==> src/rtl/lfsr_cipher_engine.sv <==
// LFSR stream-cipher engine driving a data memory. It reads pre_len/taps/seed from memory,
// then writes a keyed pad preamble plus the message (encrypt) or recovers the plaintext (decrypt).
module lfsr_cipher_engine #(
   parameter int DW = 8,
   parameter int AW = 8,
   parameter int LW = 6,
   parameter int MSG_LEN = 50,
   parameter int MAX_PRE = 15,
   parameter int CFG_BASE = 61,
   parameter int SRC_BASE = 0,
   parameter int DST_BASE = 64,
   parameter int PT_BASE = 128,
   parameter logic [DW-1:0] PAD = 8'h5F
) (
   input  logic          clk,
   input  logic          init,
   input  logic          start,
   input  logic          mode,
   output logic [AW-1:0] raddr,
   input  logic [DW-1:0] data_out,
   output logic          write_en,
   output logic [AW-1:0] waddr,
   output logic [DW-1:0] data_in,
   output logic          busy,
   output logic          done,
   output logic          err
);

   localparam int CW = $clog2(MAX_PRE + MSG_LEN + 1);
   localparam logic [AW-1:0] A_CFG = AW'(CFG_BASE);
   localparam logic [AW-1:0] A_SRC = AW'(SRC_BASE);
   localparam logic [AW-1:0] A_DST = AW'(DST_BASE);
   localparam logic [AW-1:0] A_PT  = AW'(PT_BASE);
   localparam logic [AW-1:0] A_ONE = AW'(1);
   localparam logic [AW-1:0] A_TWO = AW'(2);
   localparam logic [CW-1:0] C_ONE = CW'(1);
   localparam logic [CW-1:0] C_MAXP = CW'(MAX_PRE);
   localparam logic [CW-1:0] C_MSG_LAST = CW'(MSG_LEN - 1);
   localparam logic [DW-1:0] D_MAXP = DW'(MAX_PRE);

   typedef enum logic [2:0] {
      S_IDLE, S_CFG_PRE, S_CFG_TAPS, S_CFG_SEED, S_PRE, S_MSG, S_DONE
   } state_t;

   state_t r_state;
   state_t w_next;
   logic          r_mode;
   logic          r_err;
   logic [CW-1:0] r_p;
   logic [CW-1:0] r_idx;
   logic [LW-1:0] r_taps;
   logic [LW-1:0] r_lfsr;

   logic [DW-1:0] w_key;
   logic [LW-1:0] w_seed;
   logic [LW-1:0] w_lfsr_next;
   logic [CW-1:0] w_p_clamp;
   logic          w_cfg_bad;
   logic          w_pre_last;
   logic          w_msg_last;

   assign w_key       = DW'(r_lfsr);
   assign w_seed      = data_out[LW-1:0];
   assign w_lfsr_next = {r_lfsr[LW-2:0], ^(r_lfsr & r_taps)};
   assign w_p_clamp   = (data_out > D_MAXP) ? C_MAXP : CW'(data_out);
   assign w_cfg_bad   = (r_taps == {LW{1'b0}}) || (w_seed == {LW{1'b0}});
   assign w_pre_last  = (r_idx == (r_p - C_ONE));
   assign w_msg_last  = (r_idx == C_MSG_LAST);

   assign busy = (r_state != S_IDLE) && (r_state != S_DONE);
   assign done = (r_state == S_DONE);
   assign err  = r_err;

   // State register.
   always_ff @(posedge clk or posedge init) begin
      if (init) begin
         r_state <= S_IDLE;
      end else begin
         r_state <= w_next;
      end
   end

   // Next-state and memory-port decode; outputs are idle unless a state drives them.
   always_comb begin
      w_next   = r_state;
      raddr    = {AW{1'b0}};
      waddr    = {AW{1'b0}};
      data_in  = {DW{1'b0}};
      write_en = 1'b0;
      case (r_state)
         S_IDLE: begin
            if (start) w_next = S_CFG_PRE;
            else       w_next = S_IDLE;
         end
         S_CFG_PRE: begin
            raddr  = A_CFG;
            w_next = S_CFG_TAPS;
         end
         S_CFG_TAPS: begin
            raddr  = A_CFG + A_ONE;
            w_next = S_CFG_SEED;
         end
         S_CFG_SEED: begin
            raddr = A_CFG + A_TWO;
            if (w_cfg_bad)                  w_next = S_DONE;
            else if (r_p == {CW{1'b0}})     w_next = S_MSG;
            else                            w_next = S_PRE;
         end
         S_PRE: begin
            // Decrypt only advances the keystream past the preamble.
            if (!r_mode) begin
               write_en = 1'b1;
               waddr    = A_DST + AW'(r_idx);
               data_in  = PAD ^ w_key;
            end else begin
               write_en = 1'b0;
            end
            if (w_pre_last) w_next = S_MSG;
            else            w_next = S_PRE;
         end
         S_MSG: begin
            write_en = 1'b1;
            data_in  = data_out ^ w_key;
            if (!r_mode) begin
               raddr = A_SRC + AW'(r_idx);
               waddr = A_DST + AW'(r_p) + AW'(r_idx);
            end else begin
               raddr = A_DST + AW'(r_p) + AW'(r_idx);
               waddr = A_PT + AW'(r_idx);
            end
            if (w_msg_last) w_next = S_DONE;
            else            w_next = S_MSG;
         end
         S_DONE: begin
            w_next = S_IDLE;
         end
         default: begin
            w_next = S_IDLE;
         end
      endcase
   end

   // Configuration latches, keystream register and phase index.
   always_ff @(posedge clk or posedge init) begin
      if (init) begin
         r_mode <= 1'b0;
         r_err  <= 1'b0;
         r_p    <= {CW{1'b0}};
         r_idx  <= {CW{1'b0}};
         r_taps <= {LW{1'b0}};
         r_lfsr <= {LW{1'b0}};
      end else begin
         case (r_state)
            S_IDLE: begin
               if (start) begin
                  r_mode <= mode;
                  r_err  <= 1'b0;
               end
            end
            S_CFG_PRE:  r_p    <= w_p_clamp;
            S_CFG_TAPS: r_taps <= data_out[LW-1:0];
            S_CFG_SEED: begin
               r_lfsr <= w_seed;
               r_idx  <= {CW{1'b0}};
               if (w_cfg_bad) r_err <= 1'b1;
            end
            S_PRE: begin
               r_lfsr <= w_lfsr_next;
               r_idx  <= w_pre_last ? {CW{1'b0}} : r_idx + C_ONE;
            end
            S_MSG: begin
               r_lfsr <= w_lfsr_next;
               r_idx  <= r_idx + C_ONE;
            end
            default: begin
               r_idx <= r_idx;
            end
         endcase
      end
   end

endmodule

==> config.mk <==
export PLATFORM = sky130hd
export DESIGN_NAME = lfsr_cipher_engine
export DESIGN_NICKNAME = d
export VERILOG_FILES = /design/src/rtl/lfsr_cipher_engine.sv
export SDC_FILE = /design/constraint.sdc
export NUM_CORES = 1
export LEC_CHECK = 0
export ABC_AREA = 0
export ABC_CLOCK_PERIOD_IN_PS = 4580
export CAP_MARGIN = 20
export CORE_UTILIZATION = 40
export DETAILED_ROUTE_END_ITERATION = 6
export PLACE_DENSITY_LB_ADDON = 0.25
export SETUP_SLACK_MARGIN = 0.4
export SYNTH_ARGS = -nofsm -noshare
export SYNTH_HDL_FRONTEND = slang
export SYNTH_SLANG_ARGS = --single-unit
==> constraint.sdc <==
create_clock -name clk -period 4.58 [get_ports clk]
set_input_delay 0.916 -clock clk [delete_from_list [all_inputs] [get_ports clk]]
set_output_delay 0.916 -clock clk [all_outputs]
set_load 0.02 [all_outputs]
# Yosys cells after proc, flatten, opt, wreduce, memory -nomap -nowiden
# Cells that the tools add are included.
# op_classes
n_mux,22
n_reduce_logical,14
eq_ne,11
bitwise,3
add_sub_neg,6
magnitude_cmp,1
# ops
op,count
8-bit case mux with 2 select lines,2
8-bit case mux with 4 select lines,1
8-bit two-way mux,3
7-bit two-way mux,3
7-bit case mux with 3 select lines,1
3-bit case mux with 6 select lines,1
7-bit by 7-bit adder with 8-bit output (first input constant),2
6-bit zero test,2
6-bit case mux with 2 select lines,1
3-bit == test (second input constant),3
8-bit by 7-bit adder with 8-bit output,1
8-bit by 7-bit adder with 8-bit output (first input constant),1
8-bit by 4-bit > comparator with 1-bit output (second input constant),1
8-bit by 6-bit bitwise XOR with 8-bit output,1
7-bit by 1-bit adder with 7-bit output (second input constant),1
7-bit by 6-bit == test with 1-bit output (second input constant),1
7-bit == test,1
7-bit zero test,1
7-bit by 1-bit subtractor with 7-bit output (second input constant),1
6-bit AND,1
3-bit by 2-bit == test with 1-bit output (second input constant),2
1-bit two-way mux,6
5-bit inverter with 6-bit output,1
3-bit nonzero test,2
other kinds (13),17
# totals
out_inout_bits,28
in_bits,12
ff_bits,31

# Depth between registers and ports, before layout
# Gate-level depths: netlist (run 1).
# depth
word_depth,4
ltp_mapped,10
mapped_depth_nobuf,10

# Worst setup path before layout (run 1)
# Ideal clock, no wire load.
# synth_path
path_type,reg2out
startpoint,register r_p[1]
endpoint,output port waddr[5]
path_stages_with_launch,11
arrival_time_ns,2.411
required_ns,3.664
slack_ns,1.253
path_cell_list,dfrtp_1 -> ha_1 -> ha_1 -> inv_1 -> fa_1 -> nor2b_1 -> o21ai_0 -> and3_1 -> nor2_1 -> nand2_1 -> a221oi_1
# synth_between
elab_chain_len,4
# synth_lines
item,line,text
start: declaration,49,logic [CW-1:0] r_p;
start signal: assignment,148,r_p <= {CW{1'b0}};
start signal: assignment,160,S_CFG_PRE: r_p <= w_p_clamp;
7-bit by 7-bit adder with 8-bit output,126,waddr = A_DST + AW'(r_p) + AW'(r_idx);
8-bit by 7-bit adder with 8-bit output,126,
8-bit two-way mux,124,if (!r_mode) begin
8-bit case mux with 2 select lines,90,case (r_state)
end: declaration,22,"output logic [AW-1:0] waddr,"
# No other way between the ends.

# Worst setup path after layout (run 1)
# layout_path
startpoint,register r_idx[1]
endpoint,output port raddr[7]
# layout_between
elab_chain_len,3
# layout_lines
item,line,text
start: declaration,50,logic [CW-1:0] r_idx;
start signal: assignment,149,r_idx <= {CW{1'b0}};
start signal: assignment,164,r_idx <= {CW{1'b0}};
start signal: assignment,169,r_idx <= w_pre_last ? {CW{1'b0}} : r_idx + C_ONE;
8-bit by 7-bit adder with 8-bit output,128,raddr = A_DST + AW'(r_p) + AW'(r_idx);
8-bit two-way mux,124,
8-bit case mux with 4 select lines,90,
end: declaration,19,"output logic [AW-1:0] raddr,"
# No other way between the ends.

==> impl_metrics.ini, run 1 <==
[clock_network]
cts-root-buf = clkbuf_8
clk_latency_ns = 0.28
cts_hold_buf = 0
cts.reportedPaths.clkPinSlew_ns = 0.07
clockBufferDepth = 2
cts-htree-levels = 2
numCtsBuffers = 5
cts_num_sinks = 31
tritoncts = built

[floorplanning]
core_um2 = 6060
fp.dieW_um = 82.4
io_pins = 40
die_y_um = 82.4
row_count = 28
die_area_um2 = 6780
start_util_pct = 42.6

[synth]
synth_nets = 340
seq_area_frac_synth_pct = 30.0
synth_area_um2 = 2580
synthArstFlopShare_pct = 100
synth_area_per_cell_um2 = 8.30
syn_inst = 311
synth-edff-count = 0
yosys_warnings = 0
ys_ff_latch = 31
yosysUniqueCellTypes = 51
ys.flop_type = dfrtp_1

[detailed_routing]
dr_total_vias = 2277
drt_first_iter_violations = 142
wirelength_met1_um = 2990
drtPass1Iterations = 4
top_layer_used = met4
drt-total-wl_um = 6420
wire_per_inst_um = 15.4
wl_met3_um = 232
vias_per_cell = 5.46
dr_wl_met2_um = 3140
drc_errors = 0
ant_nets = 0

[setup_path]
crit_arrival_ns = 3.13
critPathSlowestCell = clkdlybuf4s50_1
start_kind = flip-flop
required_ns = 3.66
critPathMaxFanout = 9
end_kind = output pin
r2r-end = r_idx[2]
crit_chain = ha_1 -> ha_1 -> inv_1 -> fa_1 -> nor2b_1 -> o21ai_0 -> a21oi_1 -> o2111a_1 -> a211oi_1 -> nor2_1 -> clkdlybuf4s50_1
cp_num_buf_inv = 2
crit_type = reg2out
cpMostUsedCell = ha_1
crit_start = r_idx[1]
critical-path-max-stage-delay_ns = 0.61
ff2ff_setup_slack_ns = 2.09
reg2reg_from = r_p[0]
reg2reg_depth = 8
crit_family = adder cells

[layout]
syn_to_final_growth_pct = 19.1
diodes = 0
stdcell_count = 417
nets = 370
utilization_pct = 50.8
drive_above_1_share_pct = 5.85

[timing]
timing.fmax_mhz = 247
skew_ns = 0.00823
tightest_slew_ns = 0.898
maxSlewHeadroom_pct = 39.7
tns_ns = 0
setup_violations = 0
finalMaxSlewViolations = 0
hold_viol_final = 0
rsz0062_at_grt = true
finalCriticalPeriod_ns = 4.05
finalCritPeriodShare_pct = 88.3

[pwr]
pwr_density_cell_nw_per_um2 = 613
seqPwrFrac_pct = 28.3
ir_worst_vdd_v = 0.000396
pwr-share-clk_pct = 11.0
comb_power_share_pct = 60.7
leakage_nw = 1.36
sw_frac_of_total_pct = 47.0
switchingPower_mw = 0.887
p_int_mw = 0.999

[run_status]
outcome = finished clean

[global_routing]
antenna_found_initial = 0
grt_max_degree = 36
grt_pass1_vias = 2117
overflow = 0
grt_pass1_wl_um = 10500
track_usage_pct = 21.0

[worst_hold_path]
hold_path_class = reg2reg
hold_start = r_taps[4]
min_path_cells = 1
holdPathEnd = r_taps[4]

[placement]
gpl.final_weighted_congestion = 0.810
placedCellCount = 409
io_buffers = 39
hpwl_um = 4690

[run]
drv_cap = 0
power groups by stage:
stage | Sequential, mW | Clock, mW | Combinational, mW
2_1_floorplan | 0.438 | 0 | 0.896
3_3_place_gp | 0.530 | 0 | 1.13
3_5_place_dp | 0.534 | 0 | 1.15
4_1_cts | 0.529 | 0.213 | 1.16
5_1_grt | 0.552 | 0.230 | 1.26
6_report | 0.534 | 0.207 | 1.15
cell usage after synthesis, types with 6 or more instances:
library cell	n	area (um^2)
nor2_1	39	146
dfrtp_1	31	776
nand2_1	29	109
a21oi_1	20	100
xnor2_1	18	158
inv_1	17	63.8
ha_1	16	200
mux2i_1	14	140
o21ai_0	13	65.1
clkbuf_1	12	45.0
nand3_1	8	40.0
nand2b_1	7	43.8
xor2_1	7	61.3
mux2_2	6	67.6
logic make-up after synthesis:
logic type / Yosys count / synth area share [%]
compound gates: 68 / 17.1
fa+ha+maj: 17 / 8.53
flops: 31 / 30.0
mux: 20 / 8.04
simple gates: 112 / 20.8
xor+xnor: 25 / 8.48
buf+inv: 38 / 6.98
repair_timing:
item / in CTS / in global routing
resized for setup: 0 / 5
setup buffers: 0 / 0
setup endpoints to repair: 0 / 5
layout by cell type (no fill, tap or decap), types with 3 or more instances in the layout:
cell,Yosys,layout
nor2_1,39,39
dlymetal6s2s_1,0,4
xnor2_1,18,18
buf_4,0,4
nand3_1,8,8
mux2_2,6,6
nand2_1,29,29
clkdlybuf4s50_1,0,35
inv_1,17,17
dfrtp_1,31,30
xor2_1,7,7
a31oi_1,5,5
o21ai_0,13,13
nor2b_1,5,5
and3_1,3,3
a21o_1,4,4
o22a_1,4,4
nor4_1,3,3
or3_1,5,5
nor3_1,5,5
o21a_1,3,3
mux2i_1,14,14
ha_1,16,16
a21oi_1,20,20
nand2b_1,7,7
clkbuf_8,2,5
sequential cells by signal, summed over array words and instances, names as in the netlist:
register,cells
r_mode,1
r_idx,7
r_lfsr,6
err,1
r_p,7
r_taps,6
r_state,3
layer usage:
layer  GRT usage, %  vias to the layer above
met1           25.8                     1081
met4           5.26                        0
li1               -                     1143
met2           37.9                       47
met5              0                        -
met3           3.30                        6
per-stage QoR:
stage	hold WS (ns)	area, um^2	power [mW]	worst slack (ns)
6_report	0.544	3080	1.89	0.534
2_1_floorplan	0.504	2580	1.33	1.25
3_3_place_gp	0.529	2980	1.66	0.815
5_1_grt	0.572	3080	2.04	0.323
4_1_cts	0.545	3070	1.90	0.437
3_5_place_dp	0.529	2980	1.68	0.763
area by class of cell:
class	count	area, um^2
Inverter	18	67.6
Sequential cell	31	777
Tap cell	75	93.8
Multi-Input combinational cell	242	1630
Clock inverter	1	5.00
Timing Repair Buffer	43	430
Fill cell	608	2980
Clock buffer	7	76.3
how the worst max path moves through the flow:
stage,depth (start not counted),slack [ns],to
6_report,11,0.53,raddr[7]
5_1_grt,11,0.32,raddr[7]
4_1_cts,11,0.44,waddr[5]
3_5_place_dp,11,0.76,waddr[5]
3_3_place_gp,11,0.81,waddr[5]
2_1_floorplan,10,1.25,waddr[5]
(Power assumes the default switching activity.)
==> inputs of run 2 (changes only) <==
- GPL_TIMING_DRIVEN: unset -> 0
==> run 2 against run 1 <==
Clock power up 4%. Largest cell class unchanged. Sequential power shrank 13%. Combinational power grew 12%. Largest power group unchanged.
==> impl_metrics.ini, run 2 (synthesis gave the netlist of run 1 again) <==
[placement]
gpl.final_weighted_congestion = 0.874
placed_area_um2 = 3090
hpwl_um = 5230
io_buffers = 39

[layout]
final_cell_mix = nor2_1, clkdlybuf4s50_1, dfrtp_1
layout_commonest_cell = nor2_1
stdcell_area_um2 = 3200
syn_to_final_growth_pct = 23.9
nets = 388
seqCellArea_um2 = 776
largestRegisters = r_idx (7), r_p (7)
drive_above_1_share_pct = 7.22
nFillCells = 595
multi_input_area_um2 = 1630
diodes = 0
utilization_pct = 52.8

[pwr]
comb_power_share_pct = 65.5
pwr_density_cell_nw_per_um2 = 615
pwr-share-clk_pct = 10.9
sw_frac_of_total_pct = 47.8
p_int_mw = 1.03
ir_worst_vdd_v = 0.000345
seqPwrFrac_pct = 23.6
leakage_nw = 1.44
switchingPower_mw = 0.941

[setup_path]
critPathMaxFanout = 8
crit_arrival_ns = 3.06
reg2reg_depth = 9
critPathSlowestCell = clkdlybuf4s50_1
ff2ff_setup_slack_ns = 2.17
worstSetupPathDepth = 9
crit_type = reg2out
start_kind = flip-flop
crit_family = adder cells
r2r-end = r_idx[2]
reg2reg_from = r_p[1]
required_ns = 3.66
critical-path-max-stage-delay_ns = 0.54
cpMostUsedCell = ha_1
cp_num_buf_inv = 1
end_kind = output pin
crit_chain = ha_1 -> ha_1 -> a21o_1 -> a21oi_1 -> o21ai_0 -> nand2_1 -> nor4_1 -> or3_1 -> clkdlybuf4s50_1

[detailed_routing]
drt_first_iter_violations = 141
drt-total-wl_um = 6990
drc_errors = 0
dr_total_vias = 2394
ant_nets = 0
wire_per_inst_um = 16.1
vias_per_cell = 5.50
drtPass1Iterations = 4

[timing]
rsz0062_at_grt = false
hold_viol_final = 0
timing.hold.ws_ns = 0.544
tightest_slew_ns = 0.762
maxSlewHeadroom_pct = 49.2
skew_ns = 0.00368
finalCritPeriodShare_pct = 86.7
tns_ns = 0
setup_violations = 0
finalCriticalPeriod_ns = 3.97
finalMaxSlewViolations = 0
timing.fmax_mhz = 252

[floorplanning]
die_y_um = 82.4
core_um2 = 6060
fp.dieW_um = 82.4
die_area_um2 = 6780
io_pins = 40
start_util_pct = 42.6
row_count = 28

[clock_network]
cts-root-buf = clkbuf_8
tritoncts = built
cts.reportedPaths.clkPinSlew_ns = 0.07
clk_latency_ns = 0.29
cts_num_sinks = 31
numCtsBuffers = 5
clockBufferDepth = 2
cts-htree-levels = 2
postCtsSetupRepairBufs = 0

[global_routing]
antenna_found_initial = 0
grt_pass1_vias = 2261
grt_max_degree = 18
grt_pass1_wl_um = 11300
track_usage_pct = 22.6
overflow = 0

[worst_hold_path]
holdPathEnd = r_taps[4]
hold_path_class = reg2reg
min_path_cells = 1
hold_start = r_taps[4]

[run_status]
outcome = finished clean

[run]
drv_cap = 0
-- run 2: cell count changes in the layout (fill, tap and decap cells not counted), moves of 2 or more --
| cell | delta |
|---|---|
| buf_2 | +2 |
| clkinv_2 | +2 |
| buf_6 | +2 |
| buf_1 | +2 |
| clkbuf_1 | +10 |
| clkbuf_8 | +2 |
| buf_4 | -4 |
-- run 2: power by group through the flow --
| stage | clock network (mW) | logic [mW] | registers [mW] |
|---|---|---|---|
| after global routing | 0.231 | 1.41 | 0.475 |
| after CTS | 0.217 | 1.28 | 0.459 |
| after detailed placement | 0 | 1.27 | 0.462 |
| after floorplan | 0 | 0.896 | 0.438 |
| final | 0.215 | 1.29 | 0.463 |
| after global placement | 0 | 1.25 | 0.460 |
-- run 2: cell type report --
cell class	instances	area share, %
Clock inverter	3	0.469
Inverter	18	2.11
Buffer	20	3.52
Tap cell	75	2.93
Sequential cell	31	24.2
Timing Repair Buffer	41	13.6
Multi-Input combinational cell	242	51.0
Clock buffer	5	2.15
-- run 2: repair_timing --
| item | 4_1_cts | 5_1_grt |
|---|---|---|
| endpoints found under the hold margin | 0 | 0 |
| gates resized for setup | 0 | 6 |
| setup endpoints to repair | 0 | 5 |
| hold buffers | 0 | 0 |
-- run 2: per-stage QoR --
step | setup slack, ns | instances | total power [mW]
detailed placement | 0.763 | 426 | 1.74
global placement | 0.794 | 425 | 1.71
CTS | 0.443 | 434 | 1.96
finish | 0.609 | 435 | 1.97
floorplan | 1.25 | 311 | 1.33
global route | 0.414 | 435 | 2.12
-- run 2: per-layer routing --
layer,global-route usage (%),vias to the layer above,wire [um]
met3,3.63,14,384
li1,-,1177,-
met4,8.77,0,148
met2,37.6,76,3260
met1,29.3,1127,3200
met5,0,-,0
-- run 2: worst max path at each step --
stage	start	endpoint	slack [ns]
6_report	r_p[2]	raddr[6]	0.61
5_1_grt	r_p[2]	waddr[4]	0.41
4_1_cts	r_p[2]	waddr[5]	0.44
3_5_place_dp	r_p[2]	waddr[5]	0.76
3_3_place_gp	r_p[1]	waddr[5]	0.79
2_1_floorplan	r_p[1]	waddr[5]	1.25
==> variant 1: new RTL, config.mk and constraints of run 2 <==
Re-encode `state_t` (7 states) as Gray code, 3 bits wide.
--- a/src/rtl/lfsr_cipher_engine.sv
+++ b/src/rtl/lfsr_cipher_engine.sv
@@ -39,7 +39,7 @@
    localparam logic [DW-1:0] D_MAXP = DW'(MAX_PRE);
 
    typedef enum logic [2:0] {
-      S_IDLE, S_CFG_PRE, S_CFG_TAPS, S_CFG_SEED, S_PRE, S_MSG, S_DONE
+      S_IDLE = 3'b000, S_CFG_PRE = 3'b001, S_CFG_TAPS = 3'b011, S_CFG_SEED = 3'b010, S_PRE = 3'b110, S_MSG = 3'b111, S_DONE = 3'b101
    } state_t;
 
    state_t r_state;
Check against the original RTL: same outputs for any inputs over 10 cycles, from zero or initial values; not proved beyond that.
==> variant 1 against run 2 <==
Total power increased by 15%; area after synthesis increased by 0.29%; clock power decreased by 7%; cell area unchanged; setup slack improved by 0.064 ns; global-route usage decreased by 0.41 points; routed wire length about the same; sequential cell count unchanged; combinational power increased by 20%.
==> variant 1: results (changes against run 2) <==
Parameter                              Value

Outcome
  Run status ... completed (unchanged)

Drt
  Met1 wire length ... 3.28 mm (was 3.20 mm)
  Number of violations reported at the end of detailed-routing iteration 0 ... 175 (was 141)
  Via-per-instance ratio ... 5.64 (was 5.50)
  WL final ... 6.99 mm (about the same)
  Met2 wire length ... 3.30 mm (was 3.26 mm)
  Amount of wire on met3 after detailed routing ... 356 um (was 384 um)

Yosys
  Register area share after synthesis ... 0.300 (about the same)
  Synth Net Count ... 351 (was 340)
  Top cells by area, synth ... sky130_fd_sc_hd__dfrtp_1 (30%), sky130_fd_sc_hd__ha_1 (8.2%), sky130_fd_sc_hd__nor2_1 (5.7%) (was sky130_fd_sc_hd__dfrtp_1 (30%), sky130_fd_sc_hd__ha_1 (7.8%), sky130_fd_sc_hd__xnor2_1 (6.1%))
  Most frequent cells after synthesis ... sky130_fd_sc_hd__nor2_1 (39), sky130_fd_sc_hd__nand2_1 (36), sky130_fd_sc_hd__dfrtp_1 (31), sky130_fd_sc_hd__o21ai_0 (28) (was sky130_fd_sc_hd__nor2_1 (39), sky130_fd_sc_hd__dfrtp_1 (31), sky130_fd_sc_hd__nand2_1 (29), sky130_fd_sc_hd__a21oi_1 (20), sky130_fd_sc_hd__xnor2_1 (18))

GRT
  Largest net degree at the start of global routing ... 17 (was 18)
  Global-route met3 utilization ... 0.0308 (was 0.0363)
  Met1 layer usage reported by global route ... 0.301 (was 0.293)
  Global routing usage summed across all routing layers ... 0.222 (was 0.226)
  Vias in the first global route ... 2235 (was 2261)
  Global-route track usage on met2 ... 0.370 (was 0.376)

Final layout
  Ratio of cells with drive above 1 in the final layout ... 0.0681 (was 0.0722)
  Final layout net count ... 398 (was 388)
  Final std cells w/o fill ... 442 (was 435)
  # fillers ... 598 (was 595)

Worst setup path
  Critical Path Fanout Max ... 7 (was 8)
  Delay of the slowest critical-path stage ... 0.61 ns (was 0.54 ns)
  Data arrival, critical path ... 2.99 ns (was 3.06 ns)

Pwr
  Maximum ir drop on the vdd rail ... 372 uV (was 345 uV)
  Static power due to leakage ... 0.00144 uW (about the same)

Timing
  Worst-Margin Slew ... 0.794 ns (was 0.762 ns)

Place
  Placer Congestion ... 0.909 (was 0.874)
  Final HPWL DP ... 5.34 mm (was 5.23 mm)

Clock network
  Clock insertion delay at the later pin of the skew report ... 0.29 ns (about the same)
==> variant 1: logic make-up after synthesis <==
kind of cell | Yosys count | share of synthesized area
flip-flops | 31 | 0.300
AO/OA/AOI/OAI | 89 | 0.235
multiplexers | 10 | 0.0406
buffers and inverters | 35 | 0.0522
adder cells (fa/ha/maj) | 18 | 0.0899
AND/OR/NAND/NOR | 117 | 0.212
XOR/XNOR | 21 | 0.0710
==> variant 1: path summary, 6_finish.rpt <==
path	to	cells past startpoint	start	slack, ns
setup / recovery	raddr[3]	10	r_idx[1]	0.67
hold / removal	err	2	err	0.54
setup reg to reg	r_idx[3]	8	r_p[0]	2.44
hold reg to reg	err	2	err	0.54
max in group asynchronous	r_taps[2]	3	init	3.03
min in group asynchronous	r_lfsr[2]	2	init	1.03
==> variant 1: where the power goes <==
part           switching (uW)  total [uW]  internal (uW)
Combinational             904        1550            645
Sequential                123         504            381
Clock                    99.9         201            101
==> variant 1: through the flow <==
stage               hold slack (ns)  setup WS (ns)  cell area (um2)
CTS                           0.536          0.435             3180
global route                  0.562          0.425             3200
floorplan                     0.473           1.28             2590
finish                        0.535          0.673             3200
global placement              0.502          0.692             3070
detailed placement            0.517          0.672             3100
==> variant 1: layout make-up <==
class | instances | area (um2) | share of cell area
Buffer | 15 | 60.1 | 0.0188
Tap cell | 75 | 93.8 | 0.0293
Clock buffer | 6 | 72.6 | 0.0227
Multi-Input combinational cell | 255 | 1690 | 0.529
Sequential cell | 31 | 778 | 0.243
Timing Repair Buffer | 40 | 427 | 0.133
Inverter | 20 | 75.1 | 0.0235
==> variant 1: timing repair <==
action | 4_1_cts | 5_1_grt
setup buffers | 0 | 0
setup endpoints to repair | 3 | 4
gates resized for setup | 3 | 6
pin swaps | 1 | 0
==> variant 2: new RTL, settings of run 2 <==
Made on the original files. Set the parameter `PAD` to 8'h2F (it was 8'h5F).
--- a/src/rtl/lfsr_cipher_engine.sv
+++ b/src/rtl/lfsr_cipher_engine.sv
@@ -10,7 +10,7 @@
    parameter int SRC_BASE = 0,
    parameter int DST_BASE = 64,
    parameter int PT_BASE = 128,
-   parameter logic [DW-1:0] PAD = 8'h5F
+   parameter logic [DW-1:0] PAD = 8'h2F
 ) (
    input  logic          clk,
    input  logic          init,
Function: changed (Yosys sat finds a counterexample within 10 cycles, from zero or initial values).
==> variant 2 against run 2 <==
Via count is essentially flat; routed wire length shrank 2.6%; setup slack lost 0.020 ns; total power shrank 6.9%; sequential cell count is the same; combinational power shrank 12%; area after synthesis shrank 3.6%; cell area shrank 3.2%; register-to-register slack gained 0.20 ns; critical endpoint is now waddr[5].
==> variant 2: results (changes against run 2) <==
Parameter                              Value

Final layout
  Final std cells w/o fill ... 422 (was 435)
  Ratio of cells with drive above 1 in the final layout ... 0.0778 (was 0.0722)
  # fillers ... 584 (was 595)
  Final layout net count ... 376 (was 388)
  Count of antenna diodes in the layout ... 0 (unchanged)

Drt
  Number of violations reported at the end of detailed-routing iteration 0 ... 182 (was 141)
  Total number of vias ... 2395 (was 2394)
  WL final ... 6.80 mm (was 6.99 mm)

Worst setup path
  Data arrival, critical path ... 3.08 ns (was 3.06 ns)
  Reg2Reg Depth ... 8 (was 9)
  Top Family by Delay on Critical Path ... adder cells (unchanged)
  Critical register-to-register path startpoint ... r_p[0] (was r_p[1])
  Worst setup slack for register-to-register paths ... 2.37 ns (was 2.17 ns)

Hold path
  Worst hold path stage count ... 2 (was 1)
  Hold endpoint ... err (was r_taps[4])
  Min-delay src ... err (was r_taps[4])

Yosys
  Top cells by area, synth ... sky130_fd_sc_hd__dfrtp_1 (31%), sky130_fd_sc_hd__ha_1 (8.0%), sky130_fd_sc_hd__nor2_1 (4.8%) (was sky130_fd_sc_hd__dfrtp_1 (30%), sky130_fd_sc_hd__ha_1 (7.8%), sky130_fd_sc_hd__xnor2_1 (6.1%))
  Synthesized area divided by synthesized cell count ... 8.30 um2 (about the same)
  Most frequent cells after synthesis ... sky130_fd_sc_hd__nor2_1 (32), sky130_fd_sc_hd__dfrtp_1 (31), sky130_fd_sc_hd__nand2_1 (31), sky130_fd_sc_hd__o21ai_0 (22), sky130_fd_sc_hd__a21oi_1 (19) (was sky130_fd_sc_hd__nor2_1 (39), sky130_fd_sc_hd__dfrtp_1 (31), sky130_fd_sc_hd__nand2_1 (29), sky130_fd_sc_hd__a21oi_1 (20), sky130_fd_sc_hd__xnor2_1 (18))
  Register area share after synthesis ... 0.312 (was 0.300)
  Count of unique library cells instantiated by Yosys ... 40 (was 51)
  Synth Net Count ... 329 (was 340)
  Predominant post-synthesis flop cell ... sky130_fd_sc_hd__dfrtp_1 (unchanged)

GRT
  Wire length of the first global-routing pass ... 11.2 mm (was 11.3 mm)
  Global routing usage summed across all routing layers ... 0.227 (was 0.226)
  Largest net degree at the start of global routing ... 23 (was 18)
  Vias in the first global route ... 2289 (was 2261)

Place
  Instance area after placement ... 3000 um2 (was 3090 um2)
  Pre-CTS setup slack ... 0.735 ns (was 0.763 ns)
  Final HPWL DP ... 5.09 mm (was 5.23 mm)
  Placer Congestion ... 0.867 (was 0.874)
  Number of cells after detailed placement ... 415 (was 426)

Outcome
  Run status ... completed (unchanged)

Timing
  Clock Skew ... 0.00998 ns (was 0.00368 ns)
  Rel. slew slack ... 0.580 (was 0.492)
  Post-route worst hold slack ... 0.543 ns (was 0.544 ns)

Clock network
  Clock insertion delay at the later pin of the skew report ... 0.28 ns
  Clock tree root buffer cell ... sky130_fd_sc_hd__clkbuf_8 (unchanged)

Pwr
  Maximum ir drop on the vdd rail ... 327 uV (was 345 uV)
  Static power due to leakage ... 0.00137 uW (was 0.00144 uW)
## variant 2: cell types whose count changed after synthesis, sizes merged, moves of 4 or more
| cell | change |
|---|---|
| clkbuf | -5 |
| a22o | +4 |
| xnor2 | -5 |
| nor2 | -7 |
| o21ai | +8 |
| a31oi | -4 |
## variant 2: cells by family after synthesis
group,Yosys count,share of synthesized area
DFF,31,0.312
AOI/OAI and AO/OA,73,0.188
buffers and inverters,33,0.0528
muxes,17,0.0714
and+or+nand+nor,111,0.224
adders and majority gates,17,0.0885
xor gates and xnor gates,18,0.0633
## variant 2: cell type report
type | count | area (um2) | area share
inverters | 18 | 67.6 | 0.0218
clock buffers | 6 | 82.6 | 0.0267
flip-flops and latches | 31 | 776 | 0.250
repair buffers | 40 | 428 | 0.138
plain buffers | 15 | 63.8 | 0.0206
multi-input cells | 236 | 1580 | 0.511
well taps | 75 | 93.8 | 0.0303
clock inverters | 1 | 5.00 | 0.00162
## variant 2: per-layer routing
layer  vias to the layer above  routed length [um]  GRT usage
li1                       1148                   -          -
met1                      1143                2950      0.283
met2                        91                3420      0.403
met3                        13                 323     0.0315
met4                         0                 112     0.0643
met5                         -                   0          0
## variant 2: worst max-delay path by stage
stage	startpoint	cells after the start	to	slack, ns
final	r_idx[1]	10	waddr[5]	0.59
after global routing	r_idx[1]	10	waddr[5]	0.41
after CTS	r_idx[1]	11	raddr[7]	0.43
after detailed placement	r_idx[1]	11	raddr[7]	0.73
after global placement	r_idx[1]	11	waddr[7]	0.77
after floorplan	r_p[2]	8	waddr[6]	1.29
## variant 2: repair_timing
item                                    CTS  global route
resized for setup                         0             4
hold buffers                              0             0
endpoints found under the setup margin    0             4
## variant 2: power breakdown
part / internal (uW) / switching (uW) / total [uW]
logic: 490 / 653 / 1140
clock network: 118 / 99.4 / 217
registers: 371 / 101 / 472
